[src/rtl/serving_pkg.sv]
// -----------------------------------------------------------------------------
// serving_pkg
//   Shared definitions for the two-port RAM arbiter:
//     state_t    - arbiter FSM state encoding
//     port_t     - requester identifier (used for grant/last-grant tracking)
//     RAM_RD_LAT - cycles from a RAM read strobe to the RAM's ack
// -----------------------------------------------------------------------------
package serving_pkg;

    typedef enum logic [2:0] {
        IDLE  = 3'd0,
        WRITE = 3'd1,
        READ  = 3'd2,
        RWAIT = 3'd3,
        ACK   = 3'd4
    } state_t;

    typedef enum logic {
        PORT0 = 1'b0,
        PORT1 = 1'b1
    } port_t;

    // Nominal RAM read latency: ack with valid rdata one cycle after ren.
    localparam int RAM_RD_LAT = 1;

endpackage

[src/rtl/serving_ram_arb_if.sv]
// -----------------------------------------------------------------------------
// serving_ram_arb_if
//   One requester's bus to the arbiter.
//     adr/dat/we/cyc - request (driven by the requester)
//     rdt/ack        - response (driven by the arbiter)
//   Modports: master = requester side, slave = arbiter side.
// -----------------------------------------------------------------------------
interface serving_ram_arb_if #(
    parameter int aw = 8
);
    logic [aw-1:0] adr;
    logic [7:0]    dat;
    logic          we;
    logic          cyc;
    logic [7:0]    rdt;
    logic          ack;

    modport master (output adr, dat, we, cyc, input  rdt, ack);
    modport slave  (input  adr, dat, we, cyc, output rdt, ack);
endinterface

[src/rtl/serving_rr2.sv]
// -----------------------------------------------------------------------------
// serving_rr2
//   Two-way round-robin picker (purely combinational).
//     req  - request vector, bit n = requester n
//     last - requester granted most recently
//     gnt  - one-hot grant (all zero when nobody requests)
//   A lone request always wins; on a tie the requester not granted last wins.
// -----------------------------------------------------------------------------
module serving_rr2
    import serving_pkg::*;
(
    input  logic [1:0] req,
    input  port_t      last,
    output logic [1:0] gnt
);

    always_comb begin
        gnt = 2'b00;
        case (req)
            2'b01:   gnt = 2'b01;
            2'b10:   gnt = 2'b10;
            2'b11:   gnt = (last == PORT1) ? 2'b01 : 2'b10;
            default: gnt = 2'b00;
        endcase
    end

endmodule

[src/rtl/serving_ram_arb.sv]
// -----------------------------------------------------------------------------
// serving_ram_arb
//   Arbitrates two 8-bit requesters onto one shared RAM with separate
//   write and read ports. One access is in flight at a time.
//
//   Ports
//     i_clk, i_rst            - clock, synchronous active-high reset
//     i_pN_adr/dat/we/cyc     - requester N request (held until ack)
//     o_pN_rdt, o_pN_ack      - requester N read data and completion strobe
//     o_ram_waddr/wdata/wen   - RAM write port
//     o_ram_raddr/ren         - RAM read port
//     i_ram_rdata, i_ram_ack  - RAM read response (ack one cycle after ren)
//
//   Timing (RAM answering after one cycle), E = request-sampling edge:
//     write: wen high E..E+1, ack high E+2..E+3
//     read : ren high E..E+1, rdt captured at E+2, ack high E+3..E+4
//   Strobes are registered on the transition into WRITE/READ so they are
//   high exactly while the FSM sits in those states; ack is registered out
//   of ACK, so the FSM is already back in IDLE during the ack cycle and the
//   next request can be sampled on the following edge.
// -----------------------------------------------------------------------------
module serving_ram_arb
    import serving_pkg::*;
#(
    parameter int aw = 8
) (
    input  logic          i_clk,
    input  logic          i_rst,
    input  logic [aw-1:0] i_p0_adr,
    input  logic [7:0]    i_p0_dat,
    input  logic          i_p0_we,
    input  logic          i_p0_cyc,
    output logic [7:0]    o_p0_rdt,
    output logic          o_p0_ack,
    input  logic [aw-1:0] i_p1_adr,
    input  logic [7:0]    i_p1_dat,
    input  logic          i_p1_we,
    input  logic          i_p1_cyc,
    output logic [7:0]    o_p1_rdt,
    output logic          o_p1_ack,
    output logic [aw-1:0] o_ram_waddr,
    output logic [7:0]    o_ram_wdata,
    output logic          o_ram_wen,
    output logic [aw-1:0] o_ram_raddr,
    output logic          o_ram_ren,
    input  logic [7:0]    i_ram_rdata,
    input  logic          i_ram_ack
);

    // ------------------------------------------------------------------
    // Requester buses
    // ------------------------------------------------------------------
    serving_ram_arb_if #(.aw(aw)) p0_bus ();
    serving_ram_arb_if #(.aw(aw)) p1_bus ();

    logic [7:0] p0_rdt_q, p1_rdt_q;
    logic       p0_ack_q, p1_ack_q;

    assign p0_bus.adr = i_p0_adr;
    assign p0_bus.dat = i_p0_dat;
    assign p0_bus.we  = i_p0_we;
    assign p0_bus.cyc = i_p0_cyc;
    assign p0_bus.rdt = p0_rdt_q;
    assign p0_bus.ack = p0_ack_q;

    assign p1_bus.adr = i_p1_adr;
    assign p1_bus.dat = i_p1_dat;
    assign p1_bus.we  = i_p1_we;
    assign p1_bus.cyc = i_p1_cyc;
    assign p1_bus.rdt = p1_rdt_q;
    assign p1_bus.ack = p1_ack_q;

    assign o_p0_rdt = p0_bus.rdt;
    assign o_p0_ack = p0_bus.ack;
    assign o_p1_rdt = p1_bus.rdt;
    assign o_p1_ack = p1_bus.ack;

    // ------------------------------------------------------------------
    // State and registered outputs
    // ------------------------------------------------------------------
    state_t        state_q, state_d;
    port_t         last_q,  last_d;   // most recently granted requester
    port_t         sel_q,   sel_d;    // requester owning the access in flight

    logic [aw-1:0] waddr_q, waddr_d;
    logic [7:0]    wdata_q, wdata_d;
    logic          wen_q,   wen_d;
    logic [aw-1:0] raddr_q, raddr_d;
    logic          ren_q,   ren_d;
    logic [7:0]    p0_rdt_d, p1_rdt_d;
    logic          p0_ack_d, p1_ack_d;

    assign o_ram_waddr = waddr_q;
    assign o_ram_wdata = wdata_q;
    assign o_ram_wen   = wen_q;
    assign o_ram_raddr = raddr_q;
    assign o_ram_ren   = ren_q;

    // ------------------------------------------------------------------
    // Arbitration
    // ------------------------------------------------------------------
    logic [1:0]    gnt;
    logic [aw-1:0] win_adr;
    logic [7:0]    win_dat;
    logic          win_we;

    serving_rr2 u_rr2 (
        .req  ({p1_bus.cyc, p0_bus.cyc}),
        .last (last_q),
        .gnt  (gnt)
    );

    assign win_adr = gnt[1] ? p1_bus.adr : p0_bus.adr;
    assign win_dat = gnt[1] ? p1_bus.dat : p0_bus.dat;
    assign win_we  = gnt[1] ? p1_bus.we  : p0_bus.we;

    // ------------------------------------------------------------------
    // Next-state and next-output logic
    // ------------------------------------------------------------------
    // NOTE: every signal gets a default before the case so no path leaves
    // one unassigned; that is what keeps this block free of latches.
    always_comb begin
        state_d  = state_q;
        last_d   = last_q;
        sel_d    = sel_q;
        waddr_d  = waddr_q;
        wdata_d  = wdata_q;
        raddr_d  = raddr_q;
        wen_d    = 1'b0;
        ren_d    = 1'b0;
        p0_rdt_d = p0_rdt_q;
        p1_rdt_d = p1_rdt_q;
        p0_ack_d = 1'b0;
        p1_ack_d = 1'b0;

        case (state_q)
            IDLE: begin
                if (|gnt) begin
                    // Everything the access needs is captured here, so the
                    // requester's inputs are irrelevant until the next grant.
                    sel_d  = gnt[1] ? PORT1 : PORT0;
                    last_d = sel_d;
                    if (win_we) begin
                        state_d = WRITE;
                        wen_d   = 1'b1;
                        waddr_d = win_adr;
                        wdata_d = win_dat;
                    end else begin
                        state_d = READ;
                        ren_d   = 1'b1;
                        raddr_d = win_adr;
                    end
                end
            end

            WRITE: state_d = ACK;

            READ:  state_d = RWAIT;

            RWAIT: begin
                // No timeout: a slow RAM simply stretches this state.
                if (i_ram_ack) begin
                    state_d = ACK;
                    if (sel_q == PORT1) p1_rdt_d = i_ram_rdata;
                    else                p0_rdt_d = i_ram_rdata;
                end
            end

            ACK: begin
                state_d  = IDLE;
                p0_ack_d = (sel_q == PORT0);
                p1_ack_d = (sel_q == PORT1);
            end

            default: state_d = IDLE;
        endcase
    end

    // ------------------------------------------------------------------
    // Registers
    // ------------------------------------------------------------------
    // NOTE: state is updated with non-blocking assignments so every flop
    // samples the pre-edge values regardless of statement order.
    always_ff @(posedge i_clk) begin
        if (i_rst) begin
            // Reset abandons any access in flight; a late RAM ack lands in
            // IDLE, which never looks at it.
            state_q  <= IDLE;
            last_q   <= PORT1;
            sel_q    <= PORT0;
            waddr_q  <= '0;
            wdata_q  <= '0;
            wen_q    <= 1'b0;
            raddr_q  <= '0;
            ren_q    <= 1'b0;
            p0_rdt_q <= '0;
            p1_rdt_q <= '0;
            p0_ack_q <= 1'b0;
            p1_ack_q <= 1'b0;
        end else begin
            state_q  <= state_d;
            last_q   <= last_d;
            sel_q    <= sel_d;
            waddr_q  <= waddr_d;
            wdata_q  <= wdata_d;
            wen_q    <= wen_d;
            raddr_q  <= raddr_d;
            ren_q    <= ren_d;
            p0_rdt_q <= p0_rdt_d;
            p1_rdt_q <= p1_rdt_d;
            p0_ack_q <= p0_ack_d;
            p1_ack_q <= p1_ack_d;
        end
    end

endmodule
[config.mk]
export PLATFORM = sky130hd
export DESIGN_NAME = serving_ram_arb
export DESIGN_NICKNAME = d
export VERILOG_FILES = /design/src/rtl/serving_pkg.sv /design/src/rtl/serving_ram_arb_if.sv /design/src/rtl/serving_rr2.sv /design/src/rtl/serving_ram_arb.sv
export SDC_FILE = /design/constraint.sdc
export NUM_CORES = 1
export LEC_CHECK = 0
export BUFFER_PORTS_ARGS = -buffer_cell sky130_fd_sc_hd__buf_4
export CORE_ASPECT_RATIO = 2
export CORE_MARGIN = 5
export CORE_UTILIZATION = 48
export CTS_BUF_LIST = sky130_fd_sc_hd__clkbuf_4 sky130_fd_sc_hd__clkbuf_8 sky130_fd_sc_hd__clkbuf_16
export DETAILED_ROUTE_END_ITERATION = 8
export PLACE_DENSITY = 0.79
export SLEW_MARGIN = 40
export SYNTH_ARGS = -nofsm -noshare
export SYNTH_HDL_FRONTEND = slang
export SYNTH_SLANG_ARGS = --single-unit
[constraint.sdc]
create_clock -name i_clk -period 2.1 [get_ports i_clk]
set_input_delay 0.315 -clock i_clk [delete_from_list [all_inputs] [get_ports i_clk]]
set_output_delay 0.315 -clock i_clk [all_outputs]
set_load 0.01 [all_outputs]
==> results of run 1 <==
worst max-delay path, cell delays in order (launching register included):
cell and delay, ns:
dfxtp_1 0.39, a21bo_1 0.16, mux2i_1 0.22, or2_1 0.64, a211oi_1 0.18
registers in the layout, indices dropped and copies added (netlist names):
| signal | count |
|---|---|
| o_ram_waddr | 8 |
| o_ram_raddr | 8 |
| last_q | 1 |
| state_q | 3 |
| o_ram_ren | 1 |
| o_p1_rdt | 8 |
| o_p1_ack | 1 |
| o_ram_wen | 1 |
| o_ram_wdata | 8 |
| o_p0_ack | 1 |
| o_p0_rdt | 8 |
| sel_q | 1 |
per-layer routing:
layer | vias up | part of all wire | global-route usage | wire, um
li1 | 1006 | - | - | -
met1 | 977 | 0.36 | 0.200 | 2090
met2 | 73 | 0.56 | 0.343 | 3290
met3 | 12 | 0.062 | 0.0312 | 365
met4 | 0 | 0.021 | 0.0762 | 126
met5 | - | 0 | 0 | 0
report_power, final:
part / switching (mW) / internal (mW) / total [mW] / leakage [nW]
clock network: 0.295 / 0.267 / 0.562 / 0.0512
registers: 0.0743 / 1.04 / 1.12 / 0.400
logic: 0.392 / 0.353 / 0.745 / 0.884
area by class of cell:
| type | count | area share |
|---|---|---|
| Clock buffer | 6 | 0.0270 |
| Clock inverter | 2 | 0.00451 |
| Inverter | 17 | 0.0209 |
| Multi-Input combinational cell | 151 | 0.370 |
| Sequential cell | 49 | 0.321 |
| Tap cell | 55 | 0.0225 |
| Timing Repair Buffer | 95 | 0.234 |
worst max-delay path by stage:
stage                     slack (ns)              to      from  cells past startpoint
after global routing            0.18  o_ram_wdata[4]    last_q                      4
after floorplan                 0.40  o_ram_waddr[0]  i_p0_cyc                      8
after global placement          0.32  o_ram_wdata[0]  i_p1_cyc                      5
final                           0.37  o_ram_wdata[2]    last_q                      4
after CTS                       0.35  o_ram_wdata[2]    last_q                      4
after detailed placement        0.26  o_ram_wdata[2]  i_p1_cyc                      5
per-stage QoR:
stage               area [um^2]  total power, mW  hold WS (ns)
finish                     3050             2.42         0.266
global route               3050             2.57         0.276
CTS                        3050             2.45         0.259
detailed placement         2960             1.89         0.445
global placement           2960             1.87         0.445
floorplan                  2280             1.58         0.448
cell families (layout without fill, tap and decap cells):
kind of cell,Yosys count,in the layout,share of synthesized area
multiplexers,25,25,0.110
AO/OA/AOI/OAI,59,59,0.204
AND/OR/NAND/NOR,67,67,0.181
flip-flops,49,49,0.429
buffers and inverters,38,120,0.0756
placed cells by master, fill, tap and decap left out, drive strengths merged, types with 2 or more instances in the layout:
| master | Yosys | final |
|---|---|---|
| inv | 17 | 17 |
| nand2b | 3 | 3 |
| dfxtp | 49 | 49 |
| nor3 | 2 | 2 |
| a211oi | 16 | 16 |
| buf | 10 | 95 |
| clkbuf | 11 | 6 |
| a21boi | 3 | 3 |
| nor2 | 19 | 19 |
| nand3b | 32 | 32 |
| a21oi | 25 | 25 |
| mux2i | 25 | 25 |
| a311oi | 8 | 8 |
| nor2b | 2 | 2 |
| nand2 | 3 | 3 |
| clkinv | 0 | 2 |
==> impl_metrics.py, run 1 <==
metrics = {
    "critical_path": {
        "arrival_ns": 1.87,
        "worstReg2RegEnd": "o_ram_wdata[2]",
        "ff2ff_path_depth": 4,
        "crit_path_start_kind": "flip-flop",
        "timing.reg2reg.setup_slack_ns": 0.37,
        "r2r_start": "last_q",
        "critPathRequiredTime_ns": 2.24,
        "worstSetupEndpointType": "flip-flop",
        "cp_max_fo": 16,
        "criticalPathCategory": "flip-flop to flip-flop",
    },
    "clocking": {
        "hold_buffers": 0,
        "clk_latency_ns": 0.29,
        "ctsHtreeMaxLevel": 2,
        "cts_buffers": 5,
        "cts_tree": "built",
        "clk_pin_slew_worst_paths_ns": 0.08,
        "post-cts-setup-buffer-count": 0,
        "cts_buffer_depth": 2,
        "cts.sinks": 49,
        "cts_resized": 0,
        "root_buffer": "clkbuf_8",
    },
    "finish": {
        "final_layout_size_suffix_gt1_frac": 0.363,
        "fillers": 403,
        "fin_nets": 366,
        "syn2layout_area_growth_pct": 33.7,
        "post-route-util": 0.664,
        "fin_cells": 375,
        "multi_input_area_um2": 1130,
        "register_area_um2": 981,
        "diodes": 0,
    },
    "run_status": {
        "status": "completed",
    },
    "sta": {
        "timing.slew.headroom": 0.484,
        "hold_viol_final": 0,
        "clock_skew_ns": 0.0109,
        "max_freq_mhz": 577,
        "post-route-period-util": 0.826,
        "worstMarginPinSlew_ns": 0.773,
        "setup_ws_ns": 0.366,
        "timing.setup.tns_ns": 0,
        "rsz0062_at_grt": "false",
        "report.final.slew_viol_count": 0,
        "setup_violations": 0,
        "min_period_ns": 1.73,
    },
    "detailed_routing": {
        "viasPerCell": 5.51,
        "drtAntennaViolNets": 0,
        "vias": 2068,
        "drtIter0Drc": 58,
        "finalWirelength_um": 5880,
        "wire_per_inst_um": 15.7,
        "first_pass_iters": 4,
        "route.detailed.drc": 0,
    },
    "logic_synthesis": {
        "ys_seq_area_frac": 0.429,
        "synth.most_common_cell": "dfxtp_1",
        "synth_edf_count": 0,
        "synth_top_cells_by_count": "dfxtp_1 (49), nand3b_1 (32), a21oi_1 (25), mux2i_1 (25), nor2_1 (19)",
        "synth_area_leaders": "dfxtp_1 (43%), mux2i_1 (11%), nand3b_1 (11%), a211oi_2 (5.5%), a21oi_1 (5.5%)",
        "syn_area_um2": 2280,
        "ys_async_sr_fraction": 0,
        "syn_inst": 238,
        "synth_top_area_frac": 0.429,
        "yosys_register_bits": 49,
        "synth_cell_type_count": 34,
        "ys.flop_type": "dfxtp_1",
        "yosysTopAreaCell": "dfxtp_1",
        "syn-num-nets": 285,
        "ys.warnings.count": 0,
        "syn_area_per_cell_um2": 9.60,
    },
    "min_path": {
        "min_path_type": "input pin to flip-flop",
        "min_path_cells": 3,
        "min_from": "i_ram_rdata[2]",
        "timing.hold.worst_endpoint": "o_p1_rdt[2]",
    },
    "grt": {
        "grt_pass1_wl_um": 9270,
        "antenna_found_initial": 0,
        "first_global_vias": 2025,
        "grt_max_degree": 48,
        "globalRouteTotalUtil": 0.186,
        "overflow": 0,
    },
    "power": {
        "power_density_nw_per_um2": 793,
        "ir_drop_uv": 571,
        "p_leak_nw": 1.34,
    },
    "floorplanning": {
        "die_x_um": 58.8,
        "rows": 35,
        "start_util": 0.497,
        "core_um2": 4600,
        "die_area_um2": 6320,
        "die_h_um": 108,
        "ios": 91,
    },
    "place": {
        "hpwl_um": 4420,
        "post-place-ws_ns": 0.263,
        "io_buffer_count": 90,
        "gp_congestion": 0.870,
        "placed_cells": 367,
    },
    "job": {
        "max_cap_violations": 0,
    },
}
Power figures use the tool's default switching activity.
==> run 2, diff against run 1 <==
Settings changed: ABC_AREA set to 1, CORE_UTILIZATION 48 to 43, PLACE_DENSITY 0.79 to 0.76.
Clock period 2.1 ns to 1.5 ns, I/O delays scaled along.
==> impl_metrics.py, run 2 <==
metrics = {
    "clocking": {
        "root_buffer": "clkbuf_8",
        "clk_latency_ns": 0.30,
        "clk_pin_slew_worst_paths_ns": 0.09,
        "post-cts-setup-buffer-count": 0,
        "cts_tree": "built",
        "ctsHtreeMaxLevel": 2,
        "cts_buffers": 5,
        "cts.sinks": 49,
        "cts_buffer_depth": 2,
    },
    "detailed_routing": {
        "wire_per_inst_um": 11.6,
        "vias": 2208,
        "finalWirelength_um": 5440,
        "route.detailed.drc": 0,
        "drtAntennaViolNets": 0,
        "viasPerCell": 4.71,
        "drtIter0Drc": 75,
        "first_pass_iters": 4,
    },
    "grt": {
        "first_global_vias": 2180,
        "grt_max_degree": 44,
        "antenna_found_initial": 0,
        "overflow": 0,
        "grt_pass1_wl_um": 9210,
        "globalRouteTotalUtil": 0.167,
    },
    "logic_synthesis": {
        "syn_area_um2": 2200,
        "synth_cell_type_count": 21,
        "ys_async_sr_fraction": 0,
        "syn-num-nets": 367,
        "yosysTopAreaCell": "dfxtp_1",
        "yosys_register_bits": 49,
        "ys.warnings.count": 0,
        "synth_edf_count": 0,
        "synth.most_common_cell": "nor2_1",
        "ys.flop_type": "dfxtp_1",
        "ys_seq_area_frac": 0.446,
        "synth_area_leaders": "dfxtp_1 (45%), nor2_1 (16%), nand2_1 (12%), nand3_1 (6.6%), o21ai_0 (3.6%)",
        "syn_inst": 320,
        "synth_top_cells_by_count": "nor2_1 (91), nand2_1 (72), dfxtp_1 (49), nand3_1 (29), inv_1 (21)",
        "syn_area_per_cell_um2": 6.88,
        "synth_top_area_frac": 0.446,
    },
    "floorplanning": {
        "rows": 37,
        "start_util": 0.436,
        "die_x_um": 60.6,
        "core_um2": 5050,
        "die_area_um2": 6740,
        "die_h_um": 111,
        "ios": 91,
    },
    "min_path": {
        "min_path_type": "input pin to flip-flop",
    },
    "power": {
        "p_leak_nw": 1.57,
        "ir_drop_uv": 1020,
        "power.total_mw": 3.90,
        "power_density_nw_per_um2": 1280,
    },
    "finish": {
        "layout_commonest_cell": "buf_4",
        "final_cell_mix": "buf_4 (94), nor2_1 (91), nand2_1 (71), dfxtp_1 (49), nand3_1 (29)",
        "fillers": 462,
        "fin_nets": 457,
        "syn2layout_area_growth_pct": 38.5,
        "diodes": 0,
        "final_layout_size_suffix_gt1_frac": 0.294,
        "fin_cells": 469,
    },
    "critical_path": {
        "arrival_ns": 1.56,
        "path_delay_family": "simple AND/OR/NAND/NOR gates",
        "criticalPathCategory": "flip-flop to flip-flop",
        "critPathRequiredTime_ns": 1.71,
        "critPathSlowestCell": "dfxtp_1",
        "critPathBufInv": 0,
        "cpPeakStageDelay_ns": 0.36,
        "crit_path_start_kind": "flip-flop",
        "path_cells": "nor2_4 > nand2_2 > nor2_8 > nand2_4 > nor2_1 > nor2_1",
        "cp_max_fo": 18,
        "worstSetupEndpointType": "flip-flop",
        "crit_top_cell": "nor2_1",
    },
    "sta": {
        "post-route-period-util": 0.901,
        "rsz0062_at_grt": "false",
        "setup_violations": 0,
        "timing.setup.tns_ns": 0,
        "timing.slew.headroom": 0.796,
        "max_freq_mhz": 740,
        "report.final.slew_viol_count": 0,
        "worstMarginPinSlew_ns": 0.306,
        "clock_skew_ns": 0.0109,
        "hold_viol_final": 0,
        "min_period_ns": 1.35,
    },
    "run_status": {
        "status": "completed",
    },
    "place": {
        "io_buffer_count": 90,
        "placed_cells": 461,
        "gp_congestion": 0.786,
        "hpwl_um": 4300,
    },
    "job": {
        "max_cap_violations": 0,
    },
}
## run 2: cell types whose count changed in the layout (fill, tap and decap cells not counted), moves of 6 or more
cell / change
nand3b_1: -22
mux2i_1: -25
o21ai_0: +16
nand2_1: +68
a211oi_2: -10
a211oi_1: -6
a21oi_1: -24
nand3_1: +29
nor2_1: +72
a311oi_1: -8
## run 2: repair_timing
item,in CTS,in global routing
resized for setup,0,2
endpoints found under the setup margin,0,3
hold buffers,0,0
## run 2: stage by stage
stage	area, um^2	utilization	worst slack, ns	hold WS, ns
after global routing	3050	0.604	0.0113	0.106
after global placement	2930	0.580	0.191	0.433
after detailed placement	2930	0.580	0.106	0.434
final	3050	0.604	0.148	0.113
after CTS	3040	0.603	0.133	0.105
after floorplan	2200	-	0.319	0.294
## run 2: routing by layer
layer | routed length [um] | share of wire | GRT usage
met1 | 2340 | 0.43 | 0.217
met2 | 2540 | 0.47 | 0.263
met3 | 480 | 0.088 | 0.0373
met4 | 78 | 0.014 | 0.0593
met5 | 0 | 0 | 0
## run 2: cell type report
cell class                 count  area [um^2]  area share
clock inverter                 3         43.8      0.0144
timing repair buffer          95          726       0.238
inverter                      24         90.1      0.0295
clock buffer                   5         68.8      0.0226
multi-input combinational    235         1070       0.350
tap                           58         72.6      0.0238
sequential                    49          981       0.322
## run 2: cell families (layout without fill, tap and decap cells)
group,after synthesis,in the layout,share of synthesized area
AOI/OAI and AO/OA,17,17,0.0387
buffers and inverters,36,127,0.0728
DFF,49,49,0.446
and+or+nand+nor,218,218,0.443
## run 2: final timing paths
path,start,to,slack (ns),cells after the start
setup reg to reg,state_q[0],o_ram_wdata[1],0.15,6
hold / removal,i_rst,sel_q,0.11,2
setup / recovery,state_q[0],o_ram_wdata[1],0.15,6
hold reg to reg,o_ram_raddr[6],o_ram_raddr[6],0.49,2
## run 2: report_power, final
group	leakage (nW)	total (mW)	switching (mW)	internal, mW
sequential	0.401	1.64	0.129	1.51
clock	0.0585	0.943	0.443	0.500
combinational	1.11	1.32	0.747	0.577
total	1.57	3.90	1.32	2.59
